[src/rtl/spart_tx_sched.sv]
// Round-robin byte arbiter and bus-cycle generator in front of the SPART transmitter.
// Optional SPART_TX_STATS_EN adds a 16-bit count of issued data bytes (tx_count).
module spart_tx_sched #(
  parameter int unsigned NREQ        = 4,
  parameter logic [15:0] DIV_DEFAULT = 16'd325
) (
  input  logic              clk,
  input  logic              rst,
  input  logic [NREQ-1:0]   req,
  input  logic [8*NREQ-1:0] req_data,
  output logic [NREQ-1:0]   gnt,
  input  logic              cfg_load,
  input  logic [15:0]       cfg_div,
  output logic              cfg_busy,
  input  logic              tbr,
  output logic              iocs,
  output logic              iorw,
  output logic [1:0]        ioaddr,
  output logic [7:0]        databus
`ifdef SPART_TX_STATS_EN
  ,
  output logic [15:0]       tx_count
`endif
);

  localparam int unsigned IW = (NREQ > 1) ? $clog2(NREQ) : 1;

  typedef enum logic [2:0] {IDLE, CFG_LO, CFG_HI, WRITE, HOLD} state_t;

  state_t           state_q, state_d;
  logic [IW-1:0]    ptr_q, win_q, win_idx;
  logic             found;
  logic [7:0]       win_byte;
  int unsigned      scan_idx;
  logic [15:0]      div_q;
  logic             pending_q, redo_q, boot_q;

  logic             iocs_d, iorw_d;
  logic [1:0]       ioaddr_d;
  logic [7:0]       databus_d;
  logic [NREQ-1:0]  gnt_d;

  // Round-robin search starting at the pointer, wrapping at NREQ-1.
  always_comb begin
    found    = 1'b0;
    win_idx  = '0;
    scan_idx = 0;
    for (int unsigned k = 0; k < NREQ; k++) begin
      scan_idx = 32'(ptr_q) + k;
      if (scan_idx >= NREQ) scan_idx = scan_idx - NREQ;
      if (!found && req[IW'(scan_idx)]) begin
        found   = 1'b1;
        win_idx = IW'(scan_idx);
      end
    end
  end

  always_comb begin
    win_byte = '0;
    for (int unsigned i = 0; i < NREQ; i++) begin
      if (win_idx == IW'(i)) win_byte = req_data[8*i +: 8];
    end
  end

  // State register.
  always_ff @(posedge clk or negedge rst) begin
    if (!rst) state_q <= CFG_LO;
    else      state_q <= state_d;
  end

  // Next state; the first CFG_LO after reset holds one extra cycle to issue the low byte.
  always_comb begin
    state_d = state_q;
    unique case (state_q)
      IDLE: begin
        if (tbr && pending_q)  state_d = CFG_LO;
        else if (tbr && found) state_d = WRITE;
      end
      CFG_LO:  state_d = boot_q ? CFG_LO : CFG_HI;
      CFG_HI:  state_d = IDLE;
      WRITE:   state_d = HOLD;
      HOLD:    state_d = IDLE;
      default: state_d = IDLE;
    endcase
  end

  // Bus values for the cycle in which the FSM sits in state_d.
  always_comb begin
    iocs_d    = 1'b0;
    iorw_d    = 1'b1;
    ioaddr_d  = 2'd0;
    databus_d = 8'd0;
    gnt_d     = '0;
    unique case (state_d)
      CFG_LO: begin
        iocs_d    = 1'b1;
        iorw_d    = 1'b0;
        ioaddr_d  = 2'd2;
        databus_d = div_q[7:0];
      end
      CFG_HI: begin
        iocs_d    = 1'b1;
        iorw_d    = 1'b0;
        ioaddr_d  = 2'd3;
        databus_d = div_q[15:8];
      end
      WRITE: begin
        iocs_d         = 1'b1;
        iorw_d         = 1'b0;
        ioaddr_d       = 2'd0;
        databus_d      = win_byte;
        gnt_d[win_idx] = 1'b1;
      end
      default: ;
    endcase
  end

  always_ff @(posedge clk or negedge rst) begin
    if (!rst) begin
      iocs    <= 1'b0;
      iorw    <= 1'b1;
      ioaddr  <= 2'd0;
      databus <= 8'd0;
      gnt     <= '0;
    end else begin
      iocs    <= iocs_d;
      iorw    <= iorw_d;
      ioaddr  <= ioaddr_d;
      databus <= databus_d;
      gnt     <= gnt_d;
    end
  end

  // Arbitration bookkeeping and divisor latch.
  always_ff @(posedge clk or negedge rst) begin
    if (!rst) begin
      ptr_q     <= '0;
      win_q     <= '0;
      div_q     <= DIV_DEFAULT;
      pending_q <= 1'b1;
      redo_q    <= 1'b0;
      boot_q    <= 1'b1;
    end else begin
      boot_q <= 1'b0;
      if (state_q == IDLE && state_d == WRITE) win_q <= win_idx;
      if (state_q == WRITE) ptr_q <= (win_q == IW'(NREQ - 1)) ? '0 : win_q + IW'(1);
      if (cfg_load) div_q <= cfg_div;
      // A reload that lands while the low byte is being issued forces a full repeat.
      if (state_q == CFG_HI) begin
        pending_q <= cfg_load | redo_q;
        redo_q    <= 1'b0;
      end else begin
        if (cfg_load) pending_q <= 1'b1;
        if (cfg_load && (state_q == CFG_LO || state_d == CFG_LO)) redo_q <= 1'b1;
      end
    end
  end

  assign cfg_busy = pending_q;

`ifdef SPART_TX_STATS_EN
  always_ff @(posedge clk or negedge rst) begin
    if (!rst)                   tx_count <= 16'd0;
    else if (state_q == WRITE) tx_count <= tx_count + 16'd1;
  end
`endif

endmodule

[config.mk]
export PLATFORM = sky130hd
export DESIGN_NAME = spart_tx_sched
export DESIGN_NICKNAME = d
export VERILOG_FILES = /design/src/rtl/spart_tx_sched.sv
export SDC_FILE = /design/constraint.sdc
export NUM_CORES = 1
export LEC_CHECK = 0
export CAP_MARGIN = 10
export CORE_ASPECT_RATIO = 1.1
export CORE_MARGIN = 2
export CORE_UTILIZATION = 39
export CTS_CLUSTER_SIZE = 14
export DETAILED_ROUTE_END_ITERATION = 8
export GPL_TIMING_DRIVEN = 0
export PLACE_DENSITY = 0.75
export SLEW_MARGIN = 25
export SYNTH_ARGS = -nofsm -noshare
export SYNTH_HDL_FRONTEND = slang
export SYNTH_SLANG_ARGS = --single-unit
[constraint.sdc]
create_clock -name clk -period 1.6 [get_ports clk]
set_input_delay 0.32 -clock clk [delete_from_list [all_inputs] [get_ports clk]]
set_output_delay 0.32 -clock clk [all_outputs]
set_load 0.01 [all_outputs]
# Yosys cells after proc, flatten, opt, wreduce, memory -nomap -nowiden
# Cells that the tools add are included.
[word_totals] regBits=42 elab_cells=98 input_bits=56
[op_classes] eq_ne=10 n_mux=40 order_cmp=10 reduce_logical=17 n_addsub=8 bitwise=1
[ops] operator="$mux W8" count=4
[ops] operator="$pmux W8 S3" count=1
[ops] operator="$mux W2" count=10
[ops] operator="$lt A2 B3 Y1 const B" count=5
[ops] operator="$mux W1" count=15
[ops] operator="$eq A3 B2 Y1 const B" count=4
[ops] operator="$ge A3 B3 Y1 const B" count=3
[ops] operator="$pmux W3 S3" count=1
[ops] operator="$bmux W1 S2" count=4
[ops] operator="$logic_and A1 B1 Y1" count=8
[ops] operator="$sub A2 B1 Y2 const B" count=4
[ops] operator="$add A2 B2 Y3 const B" count=2
[ops] operator="$eq A2 B2 Y1 const B" count=3
[ops] operator="$eq A3 B1 Y1 const B" count=2
[ops] operator="$mux W3" count=2
[ops] operator="$mux W4" count=1
[ops] operator="$pmux W2 S2" count=1
[ops] operator="$reduce_bool A2 Y1" count=2
[ops] operator="$add A2 B1 Y3 const B" count=1
[ops] operator="$ge A2 B3 Y1 const B" count=1
[ops] operator="$logic_not A1 Y1" count=3
[ops] operator="$logic_not A3 Y1" count=1
[ops] operator="$reduce_or A3 Y1" count=1
[ops] operator="$add A2 B1 Y2 const B" count=1
[ops] operator="6 further kinds" count=6

# Logic depth before layout (Yosys ltp)
# Gate-level depths: netlist (run 1).
[logic_depth] depth_word=23 mapped_depth=8 ltp_nobuf=5

# Least setup slack after synthesis (run 1)
# Ideal clock, no wire load.
[synth_timing] kind="register to register" start="register state_q[2]" end="register databus[2]" path_stages_with_launch=6 synth_period_minus_slack_ns=1.721 setup_ns=0.090 t_arrival_ns=1.631 slack_ns=-0.121 cell_sequence="dfrtp_1 > or2_4 > or4b_4 > or2_0 > buf_2 > o221ai_1"
[synth_via] elab_chain_len=5 elab_cells_between_ends=10 cone_classes="eq/ne (5); mux (4); reduce/logical (1)"
[synth_lines] element="start: declaration" line="30" rtl="state_t state_q, state_d;"
[synth_lines] element="start signal: assignment" line="68" rtl="else state_q <= state_d;"
[synth_lines] element="$mux W3" line="77" rtl="else if (tbr && found) state_d = WRITE;"
[synth_lines] element="$mux W3" line="76" rtl="if (tbr && pending_q) state_d = CFG_LO;"
[synth_lines] element="$pmux W3 S3 *" line="74" rtl="unique case (state_q)"
[synth_lines] element="$eq A3 B2 Y1 or $eq A3 B1 Y1 (tied branches)" line="94" rtl="unique case (state_d)"
[synth_lines] element="$pmux W8 S3 *" line="94"
[synth_lines] element="net databus_d[2]" line="40" rtl="logic [7:0] databus_d;"
[synth_lines] element="end signal: assignment" line="129" rtl="databus <= databus_d;"
[synth_lines] element="end: declaration" line="19" rtl="output logic [7:0] databus"
# The timed path passes the listed nets; every way through them passes the cells marked *.
# A chain may end at the register's enable or synchronous reset.

# Worst setup path in the final report (run 1)
[layout_timing] start="register state_q[1]" end="register databus[6]"
# The elaborated chain is that of the path after synthesis.

==> metrics.md, run 1 <==
| Metric | Value |
|---|---|
| Status | finished with violations |
| Failing checks | setup timing |
| Mapped Nets | 215 |
| Clock insertion delay at the later pin of the skew report | 290 ps |
| PortBufs | 71 |
| Final Hold Fails | 0 |
| RR Endpoint | databus[6] |
| CTS root buffer | clkbuf_8 |
| Total power divided by cell area | 1310 nW/um^2 |
| Post-DRT Antenna Nets | 0 |
| Net Sw Frac | 31.3% |
| Leakage | 1.26 nW |
| Crit start category | flop |
| Netlist cell types | 37 |
| Final WS setup | -213 ps |
| Fillers | 369 |
| Pint | 2.69 mW |
| Placed Cells | 286 |
| Minimum clock period after layout | 1810 ps |
| Critical path class | reg2reg |
| Crit path DAT | 2020 ps |
| Largest net degree at the start of global routing | 29 |
| GRT met2 Usage | 31.2% |
| Layout Cells excl Fill | 299 |
| Nets | 299 |
| Global-route wire length before repair | 7900 microns |
| Commonest non-fill, non-tap cell in the layout | clkdlybuf4s50_1 |
| WP data required | 1800 ps |
| Fin crit share | 113% |
| Core area | 4720 sq um |
| Most frequent cells in the layout | 64 x clkdlybuf4s50_1, 34 x dfrtp_1, 17 x mux2_2, 14 x a22oi_1, 9 x mux2i_1 |
| Cells after Synth | 158 |
| Grt ovf | 0 |
| Routed wire length | 4730 microns |
| I/O pin total | 73 |
| Synth-to-Final Area Change | 54.8% |
| Ant diodes | 0 |
| Sequential power share | 38.6% |
| Setup TNS | -2100 ps |
| H-tree depth | 2 |
| Top_reg_cell synth | dfrtp_1 |
| Logic pwr share | 40.7% |
| Via Count | 1593 |
| TritonCTS clock tree | built |
| EDFF count, synth | 0 |
| Clk buf depth | 2 |
| Initial core utilization | 40.9% |
| R2R depth | 5 |
| Drt pass-1 iters | 4 |
| Initial antenna violation count | 0 |
| Final setup fails | 14 |
| Reg-to-reg startpoint | state_q[1] |
| Max Cap Violations | 0 |
| M3 GR Usage | 4.55% |
| Rel. slew slack | 61.9% |
| Worst Hold Class | in2async |
| Die X-Extent | 71.0 microns |
| Post-synthesis sequential area ratio | 55.0% |
| Synthesis Warnings | 0 |
| Crit. End Element | flop |
| CTS sink count | 42 |
| Ys async rst share | 100% |
| Vertical die dimension | 77.7 microns |
| DIE AREA | 5520 sq um |
| P_sw | 1.23 mW |
| Worst-margin pin slew | 571 ps |
| DP Wirelength | 3480 microns |
| Clock Skew | 5.82 ps |
| Total CTS buffers | 5 |
| Peak supply drop | 0.623 mV |
| Synth Register Bits | 42 |
| Reg2reg setup slack | -210 ps |
| Via density | 5.33 |
| Sequential Area | 1060 sq um |
| Fmax | 551 MHz |
| RSZ-0062 raised after global routing | yes |
| Most used routing layer | met2 |
| Clock power frac | 20.7% |
| Total Routing Usage GR | 18.6% |
| Post-layout util | 63.3% |
| Crit path max fanout | 6 |
| Layout cells sized above 1 | 27.2% |
| Met1 Resource Use GR | 23.2% |
| Pins Over Slew Limit | 0 |
| Cell Area, Synth | 1930 sq um |
| Core Rows | 26 |
| Clk slew on worst S/H paths | 80 ps |
| Number of global-route vias before repair | 1633 |
| DR iter-0 viols | 85 |
| Routed length per placed instance | 15.8 microns |
| Routability Congestion | 0.749 |
| Number of remaining DRC errors | 0 |
| Multi-input logic area | 901 sq um |
| Mean Syn Cell Area | 12.2 sq um |
logic make-up after synthesis:
| logic type | count (synthesis) | share of synthesized area, % |
|---|---|---|
| flops | 42 | 55.0 |
| compound gates | 40 | 15.7 |
| simple gates | 33 | 9.67 |
| mux | 27 | 15.1 |
| buf+inv | 14 | 3.63 |
| fa+ha+maj | 1 | 0.649 |
| other cells | 1 | 0.194 |
registers in the layout (all words and copies together) (netlist names):
name	cells
iocs	1
div_q	16
win_q	2
redo_q	1
cfg_busy	1
ioaddr	2
databus	8
state_q	3
boot_q	1
gnt	4
ptr_q	2
iorw	1
worst max-delay path, cell delays in order (launching register included):
cell and delay [ps]:
dfrtp_1 400, or2_4 260, or4b_4 540, or2_1 240, buf_6 150, o221ai_4 140
routing by layer:
layer	share of wire [%]	wire length (microns)
met1	40	1890
met2	52	2480
met3	6.0	284
met4	1.5	70
met5	0	0
cell usage after synthesis (4+ instances only):
cell type,count,share of area [%]
mux2i_1,10,5.2
dfrtp_1,34,44
nand2_1,6,1.2
nor2b_1,5,1.6
a21oi_1,5,1.3
o21ai_0,5,1.3
a22oi_1,14,5.5
mux2_2,17,9.9
o221ai_1,6,2.7
nor2_1,9,1.8
clkbuf_1,4,0.78
dfstp_2,8,11
inv_1,5,0.97
final cells by class:
class                      instances  area share, %
inverter                           5          0.629
clock inverter                     1           1.01
multi-input combinational        102           30.2
sequential                        42           35.5
tap                               56           2.35
timing repair buffer              77           25.4
clock buffer                       7           2.56
buffer                             9           2.35
how the worst max path moves through the flow:
stage                from          to  slack, ps  cells past startpoint
6_report       state_q[1]  databus[6]       -210                      5
2_1_floorplan  state_q[2]  databus[2]       -120                      5
5_1_grt        state_q[1]  databus[6]       -260                      5
3_5_place_dp       req[3]  databus[6]       -730                      6
3_3_place_gp          rst  databus[0]       -820                      1
4_1_cts        state_q[2]  databus[6]       -260                      5
power groups by stage:
stage	clock network, mW	registers [mW]	logic (mW)
after floorplan	0	1.58	0.743
after global placement	0	1.52	1.43
after detailed placement	0	1.53	1.46
after CTS	0.831	1.51	1.52
after global routing	0.886	1.56	1.73
final	0.811	1.51	1.60
what timing repair did:
item                                    in CTS  in global routing
pin swaps                                    2                  1
hold buffers                                 1                  0
hold endpoints to repair                    10                  0
resized for setup                           18                 15
endpoints found under the setup margin      19                 17
setup buffers                                3                  1
through the flow:
| stage | hold slack [ps] | worst slack, ps | power (mW) | area (sq um) |
|---|---|---|---|---|
| floorplan | 24.4 | -120 | 2.32 | 1940 |
| global placement | 466 | -816 | 2.95 | 2720 |
| detailed placement | 250 | -730 | 2.99 | 2730 |
| CTS | 470 | -257 | 3.87 | 2910 |
| global route | 514 | -264 | 4.17 | 2990 |
| finish | 480 | -213 | 3.92 | 2990 |
No activity file was read; power rests on OpenSTA's default activity.
==> run 2: changes to the inputs <==
--- a/config.mk
+++ b/config.mk
@@ -8,12 +8,12 @@
 export CAP_MARGIN = 10
 export CORE_ASPECT_RATIO = 1.1
 export CORE_MARGIN = 2
-export CORE_UTILIZATION = 39
+export CORE_UTILIZATION = 41
+export CTS_BUF_LIST = sky130_fd_sc_hd__clkbuf_4 sky130_fd_sc_hd__clkbuf_8
 export CTS_CLUSTER_SIZE = 14
 export DETAILED_ROUTE_END_ITERATION = 8
 export GPL_TIMING_DRIVEN = 0
-export PLACE_DENSITY = 0.75
-export SLEW_MARGIN = 25
+export PLACE_DENSITY = 0.78
 export SYNTH_ARGS = -nofsm -noshare
 export SYNTH_HDL_FRONTEND = slang
 export SYNTH_SLANG_ARGS = --single-unit
==> run 2 against run 1 <==
Effect of this change:
- the run still ends with setup timing left
- global-route usage decreased by 0.077 points
- maximum frequency about the same
- flip-flop and latch count stayed put
- via count is 2.9% lower
- critical path depth increased by 1
- register-to-register slack about the same
- critical path type is now in2reg
- critical endpoint is now databus[4]
==> metrics.md, run 2 (synthesized netlist as in run 1, its figures left out) <==
| Metric | Value |
|---|---|
| Status | finished with violations |
| Failing checks | setup timing |
| Placed Cells | 286 (unchanged) |
| Initial antenna violation count | 0 (unchanged) |
| DP Wirelength | 3290 microns (-5.6%) |
| Setup TNS | -1850 ps (+248 ps) |
| Total CTS buffers | 5 (unchanged) |
| Number of remaining DRC errors | 0 (unchanged) |
| Pins Over Slew Limit | 0 (unchanged) |
| Vertical die dimension | 75.9 microns (-2.3%) |
| Fin crit share | 113% (about the same) |
| Die X-Extent | 69.4 microns (-2.3%) |
| Commonest non-fill, non-tap cell in the layout | clkdlybuf4s50_1 |
| Final Hold Fails | 0 (unchanged) |
| Via density | 5.14 (-3.5%) |
| Rel. slew slack | 61.8% (-0.10 points) |
| Layout Cells excl Fill | 301 (+0.67%) |
| Post-layout util | 64.7% (+1.4 points) |
| DR iter-0 viols | 44 (-48%) |
| Most used routing layer | met2 |
| Worst Hold Class | in2async |
| Crit path DAT | 2020 ps (about the same) |
| CTS root buffer | clkbuf_8 |
| Most frequent cells in the layout | 64 x clkdlybuf4s50_1, 33 x dfrtp_1, 17 x mux2_2, 14 x a22oi_1, 10 x mux2i_1 |
| Drt pass-1 iters | 4 (unchanged) |
| Reg-to-reg startpoint | state_q[2] |
| Total Routing Usage GR | 18.5% (-0.077 points) |
| TritonCTS clock tree | built |
| Worst-margin pin slew | 573 ps (+1.53 ps) |
| Via Count | 1547 (-2.9%) |
| Biggest regs | div_q (16), databus (8), gnt (4) |
| Crit start category | input port |
| Peak supply drop | 0.707 mV (+14%) |
| Largest Register | div_q |
| Clock insertion delay at the later pin of the skew report | 290 ps (about the same) |
| Largest net degree at the start of global routing | 42 (+45%) |
| Crit. End Element | flop |
| Clk buf depth | 2 (unchanged) |
| Pre-CTS setup slack | -720 ps (+10.1 ps) |
| Number of global-route vias before repair | 1644 (+0.67%) |
| Grt ovf | 0 (unchanged) |
| Global-route wire length before repair | 7830 microns (-0.87%) |
| Reg2reg setup slack | -200 ps (about the same) |
| GRT met2 Usage | 31.0% (-0.25 points) |
| Max Cap Violations | 0 (unchanged) |
| Minimum clock period after layout | 1810 ps (-0.631 ps) |
| Crit path max fanout | 6 (unchanged) |
| Core area | 4590 sq um (-2.8%) |
| Ant diodes | 0 (unchanged) |
| DIE AREA | 5270 sq um (-4.6%) |
| Final WS setup | -213 ps (+0.631 ps) |
| CTS sink count | 42 (unchanged) |
| Core Rows | 26 (unchanged) |
| RSZ-0062 raised after global routing | yes |
| Total power divided by cell area | 1290 nW/um^2 (-1.7%) |
| Clk slew on worst S/H paths | 80 ps (about the same) |
| WP data required | 1810 ps (about the same) |
| M3 GR Usage | 4.79% (+0.24 points) |
| Synth-to-Final Area Change | 53.9% |
| RR Endpoint | databus[4] |
| Routed length per placed instance | 15.4 microns (-2.4%) |
| H-tree depth | 2 (unchanged) |
| Post-DRT Antenna Nets | 0 (unchanged) |
| Routed wire length | 4650 microns (-1.8%) |
| R2R depth | 5 (unchanged) |
| Critical path class | in2reg |
| Met1 Resource Use GR | 23.7% (+0.57 points) |
| Leakage | 1.27 nW (+0.64%) |
| Final setup fails | 12 (-2) |
| Largest register FFs | 16 (unchanged) |
| Routability Congestion | 0.798 (+6.6%) |
| PortBufs | 71 (unchanged) |
| Fmax | 552 MHz (about the same) |
| Clock Skew | 6.61 ps (+0.782 ps) |
| Layout cells sized above 1 | 27.8% (+0.59 points) |
| Fin Hold WS | 358 ps (-122 ps) |
| Nets | 301 (+0.67%) |
| Initial core utilization | 42.0% (+1.2 points) |
| I/O pin total | 73 (unchanged) |
[run 2: what timing repair did]
action / 4_1_cts / 5_1_grt
endpoints found under the hold margin: 1 / 0
pin swaps: 3 / 3
resized for setup: 21 / 11
setup endpoints to repair: 20 / 16
hold buffers: 1 / 0
setup buffers: 4 / 3
[run 2: how the worst max path moves through the flow]
stage / start / end / depth (start not counted)
finish: tbr / databus[4] / 6
global placement: rst / databus[4] / 1
floorplan: state_q[2] / databus[2] / 5
CTS: state_q[1] / databus[7] / 5
detailed placement: req[0] / databus[4] / 5
global route: tbr / databus[2] / 6
[run 2: area by class of cell]
cell class,count,area [sq um]
plain buffers,8,58.8
clock inverters,2,12.5
multi-input cells,102,878
fillers,355,1620
clock buffers,6,82.6
inverters,5,18.8
flip-flops and latches,42,1060
repair buffers,80,785
well taps,56,70.1
[run 2: per-stage QoR]
step           power, mW  cell area, sq um
3_5_place_dp        2.98              2730
5_1_grt             4.08              2970
3_3_place_gp        2.94              2720
4_1_cts             3.77              2910
2_1_floorplan       2.32              1940
6_report            3.83              2970
[run 2: worst max-delay path: stages]
cell and delay (ps):
clkdlybuf4s50_1 480, nor2b_2 180, or4b_4 520, or2_1 240
buf_6 140, o221ai_2 140
[run 2: power breakdown]
part           internal [mW]  switching [mW]  total [mW]
Sequential              1.37           0.155        1.52
Combinational          0.878           0.719        1.60
Clock                  0.347           0.365       0.712
Total                   2.59            1.24        3.83
[run 2: per-layer routing]
layer,vias to the layer above,routed length (microns)
li1,748,-
met1,742,1910
met2,52,2370
met3,5,325
met4,0,48
met5,-,0
==> run 3: changes to the inputs <==
--- a/config.mk
+++ b/config.mk
@@ -8,12 +8,12 @@
 export CAP_MARGIN = 10
 export CORE_ASPECT_RATIO = 1.1
 export CORE_MARGIN = 2
-export CORE_UTILIZATION = 41
+export CORE_UTILIZATION = 49
 export CTS_BUF_LIST = sky130_fd_sc_hd__clkbuf_4 sky130_fd_sc_hd__clkbuf_8
 export CTS_CLUSTER_SIZE = 14
 export DETAILED_ROUTE_END_ITERATION = 8
 export GPL_TIMING_DRIVEN = 0
-export PLACE_DENSITY = 0.78
+export PLACE_DENSITY = 0.88
 export SYNTH_ARGS = -nofsm -noshare
 export SYNTH_HDL_FRONTEND = slang
 export SYNTH_SLANG_ARGS = --single-unit
==> constraint.sdc (replaced) <==
create_clock -name clk -period 2.31 [get_ports clk]
set_input_delay 0.462 -clock clk [delete_from_list [all_inputs] [get_ports clk]]
set_output_delay 0.462 -clock clk [all_outputs]
set_load 0.01 [all_outputs]
==> run 3 against run 2 <==
Effect of this change:
- largest cell class unchanged
- register-to-register slack improved by 620 ps
- clock skew barely moved
- core utilization rose by 11 points
- non-clock buffer count fell by 8
- the flow now finishes without violations
- worst setup slack improved by 430 ps
- critical path depth fell by 1
- highest routed layer unchanged
- combinational power fell by 38%
- global-route usage rose by 4.5 points
- first-iteration DRC count rose by 16%
- die area fell by 15%
- total power fell by 31%
==> metrics.md, run 3 (synthesized netlist as in run 1, its figures left out) <==
| Metric | Value |
|---|---|
| Via density | 5.42 (+5.4%) |
| Rel. slew slack | 39.7% (-22 points) |
| Max incr delay on CP | 490 ps (-30 ps) |
| Core Rows | 23 (-12%) |
| Clk slew on worst S/H paths | 80 ps (about the same) |
| Slowest CP cell | clkdlybuf4s50_1 |
| Synth-to-Final Area Change | 46.1% |
| Biggest regs | div_q (16), databus (8), gnt (4) |
| Number of global-route vias before repair | 1621 (-1.4%) |
| # resized after CTS | 0 (-100%) |
| CTS root buffer | clkbuf_8 |
| H-tree depth | 2 (unchanged) |
| CP cell instances | clkdlybuf4s50_1 > nor4_1 > or4b_4 > clkbuf_1 > o221ai_1 |
| Fmax | 477 MHz |
| Nets | 293 (-2.7%) |
| Largest register FFs | 16 (unchanged) |
| Die X-Extent | 63.8 microns (-8.0%) |
| I/O pin total | 73 (unchanged) |
| Clk buf depth | 2 (unchanged) |
| Crit start category | input port |
| Crit path DAT | 2250 ps (+230 ps) |
| Multi-input logic area | 797 sq um (-9.3%) |
| Minimum clock period after layout | 2100 ps |
| Fillers | 247 (-30%) |
| Post-DRT Antenna Nets | 0 (unchanged) |
| Grt ovf | 0 (unchanged) |
| RSZ-0062 raised after global routing | no |
| Core area | 3710 sq um (-19%) |
| Drt pass-1 iters | 4 (unchanged) |
| Largest net degree at the start of global routing | 43 (+2.4%) |
| CP top delay family | buffers and inverters |
| Worst-margin pin slew | 905 ps (+332 ps) |
| Crit. End Element | flop |
| Initial core utilization | 51.9% (+9.9 points) |
| Clock insertion delay at the later pin of the skew report | 300 ps (about the same) |
| Total CTS buffers | 5 (unchanged) |
| PortBufs | 71 (unchanged) |
| Max Cap Violations | 0 (unchanged) |
| Largest Register | div_q |
| Status | finished clean |
| Final Hold Fails | 0 (unchanged) |
| Fin Hold WS | 288 ps (-69.3 ps) |
| Ant diodes | 0 (unchanged) |
| Pins Over Slew Limit | 0 (unchanged) |
| TritonCTS clock tree | built |
| CTS sink count | 42 (unchanged) |
| Vertical die dimension | 69.8 microns (-8.1%) |
| WP data required | 2470 ps (+660 ps) |
| Sequential Area | 1060 sq um (-0.12%) |
| Initial antenna violation count | 0 (unchanged) |
| Clock Skew | 7.09 ps (+0.482 ps) |
| Post-CTS setup buffer count | 0 (-4) |
| DP Wirelength | 3480 microns (+5.7%) |
| # hold bufs at CTS | 0 (-1) |
| Setup TNS | 0 ps (+1850 ps) |
| Worst Path Buf+Inv | 2 (unchanged) |
| Crit path max fanout | 10 (+4) |
| Fin crit share | 90.7% |
| Layout cells sized above 1 | 19.0% (-8.8 points) |
| Global-route wire length before repair | 7610 microns (-2.8%) |
| Leakage | 1.20 nW (-5.5%) |
| Critical path class | in2reg |
| Peak supply drop | 0.585 mV (-17%) |
| Worst Hold Class | in2async |
| Total power divided by cell area | 944 nW/um^2 (-27%) |
| Routed wire length | 4670 microns (+0.58%) |
| Total Routing Usage GR | 23.1% (+4.5 points) |
| Via Count | 1555 (+0.52%) |
| Number of remaining DRC errors | 0 (unchanged) |
| Routability Congestion | 0.753 (-5.7%) |
| Most frequent cells in the layout | 70 x clkdlybuf4s50_1, 34 x dfrtp_1, 17 x mux2_2, 14 x a22oi_1, 10 x mux2i_1 |
| Final setup fails | 0 (-12) |
| Commonest non-fill, non-tap cell in the layout | clkdlybuf4s50_1 |
| DIE AREA | 4450 sq um (-15%) |
| Routed length per placed instance | 16.3 microns (+5.5%) |
| Placed Cells | 279 (-2.4%) |
| Layout Cells excl Fill | 287 (-4.7%) |
| DR iter-0 viols | 51 (+16%) |
## run 3: cell types whose count changed in the layout (fill, tap and decap cells not counted), moves of 2 or more
cell,before,now
o221ai_2,8,2
dlygate4sd2_1,6,0
clkdlybuf4s50_1,64,70
o221ai_1,0,6
clkbuf_1,2,4
nor2b_1,3,5
buf_4,6,0
## run 3: layer usage
layer  GRT usage, %  part of all wire, %  vias up  wire [microns]
met1           25.7                   39      757            1840
met4           11.4                  2.8        0             131
met5              0                    0        -               0
met2           41.0                   53       58            2490
met3           4.87                  4.4        9             206
li1               -                    -      731               -
## run 3: area by class of cell
type	count	area share, %
clock buffers	7	3.20
flip-flops and latches	42	37.7
plain buffers	9	1.82
multi-input cells	102	28.3
well taps	50	2.22
clock inverters	1	1.07
inverters	5	0.666
repair buffers	71	25.1
## run 3: final timing paths
path / from / end / slack (ps) / depth (start not counted)
setup / recovery: req[0] / databus[3] / 210 / 5
hold / removal: rst / div_q[12] / 290 / 1
setup reg to reg: state_q[2] / databus[0] / 420 / 5
hold reg to reg: win_q[1] / win_q[1] / 500 / 2
max in group asynchronous: rst / gnt[0] / 1450 / 1
min in group clk: win_q[1] / win_q[1] / 500 / 2
## run 3: where the power goes
part | switching, mW | internal (mW) | total (mW)
logic | 0.461 | 0.542 | 1.00
clock network | 0.242 | 0.364 | 0.606
registers | 0.103 | 0.946 | 1.05
## run 3: through the flow
stage | area, sq um | util (%) | total power, mW | worst slack (ps)
2_1_floorplan | 1930 | - | 1.60 | 589
3_3_place_gp | 2700 | 72.8 | 2.03 | -216
3_5_place_dp | 2700 | 72.6 | 2.06 | -14.5
4_1_cts | 2820 | 75.9 | 2.67 | 252
5_1_grt | 2820 | 75.9 | 2.80 | 83.8
6_report | 2820 | 75.9 | 2.66 | 214
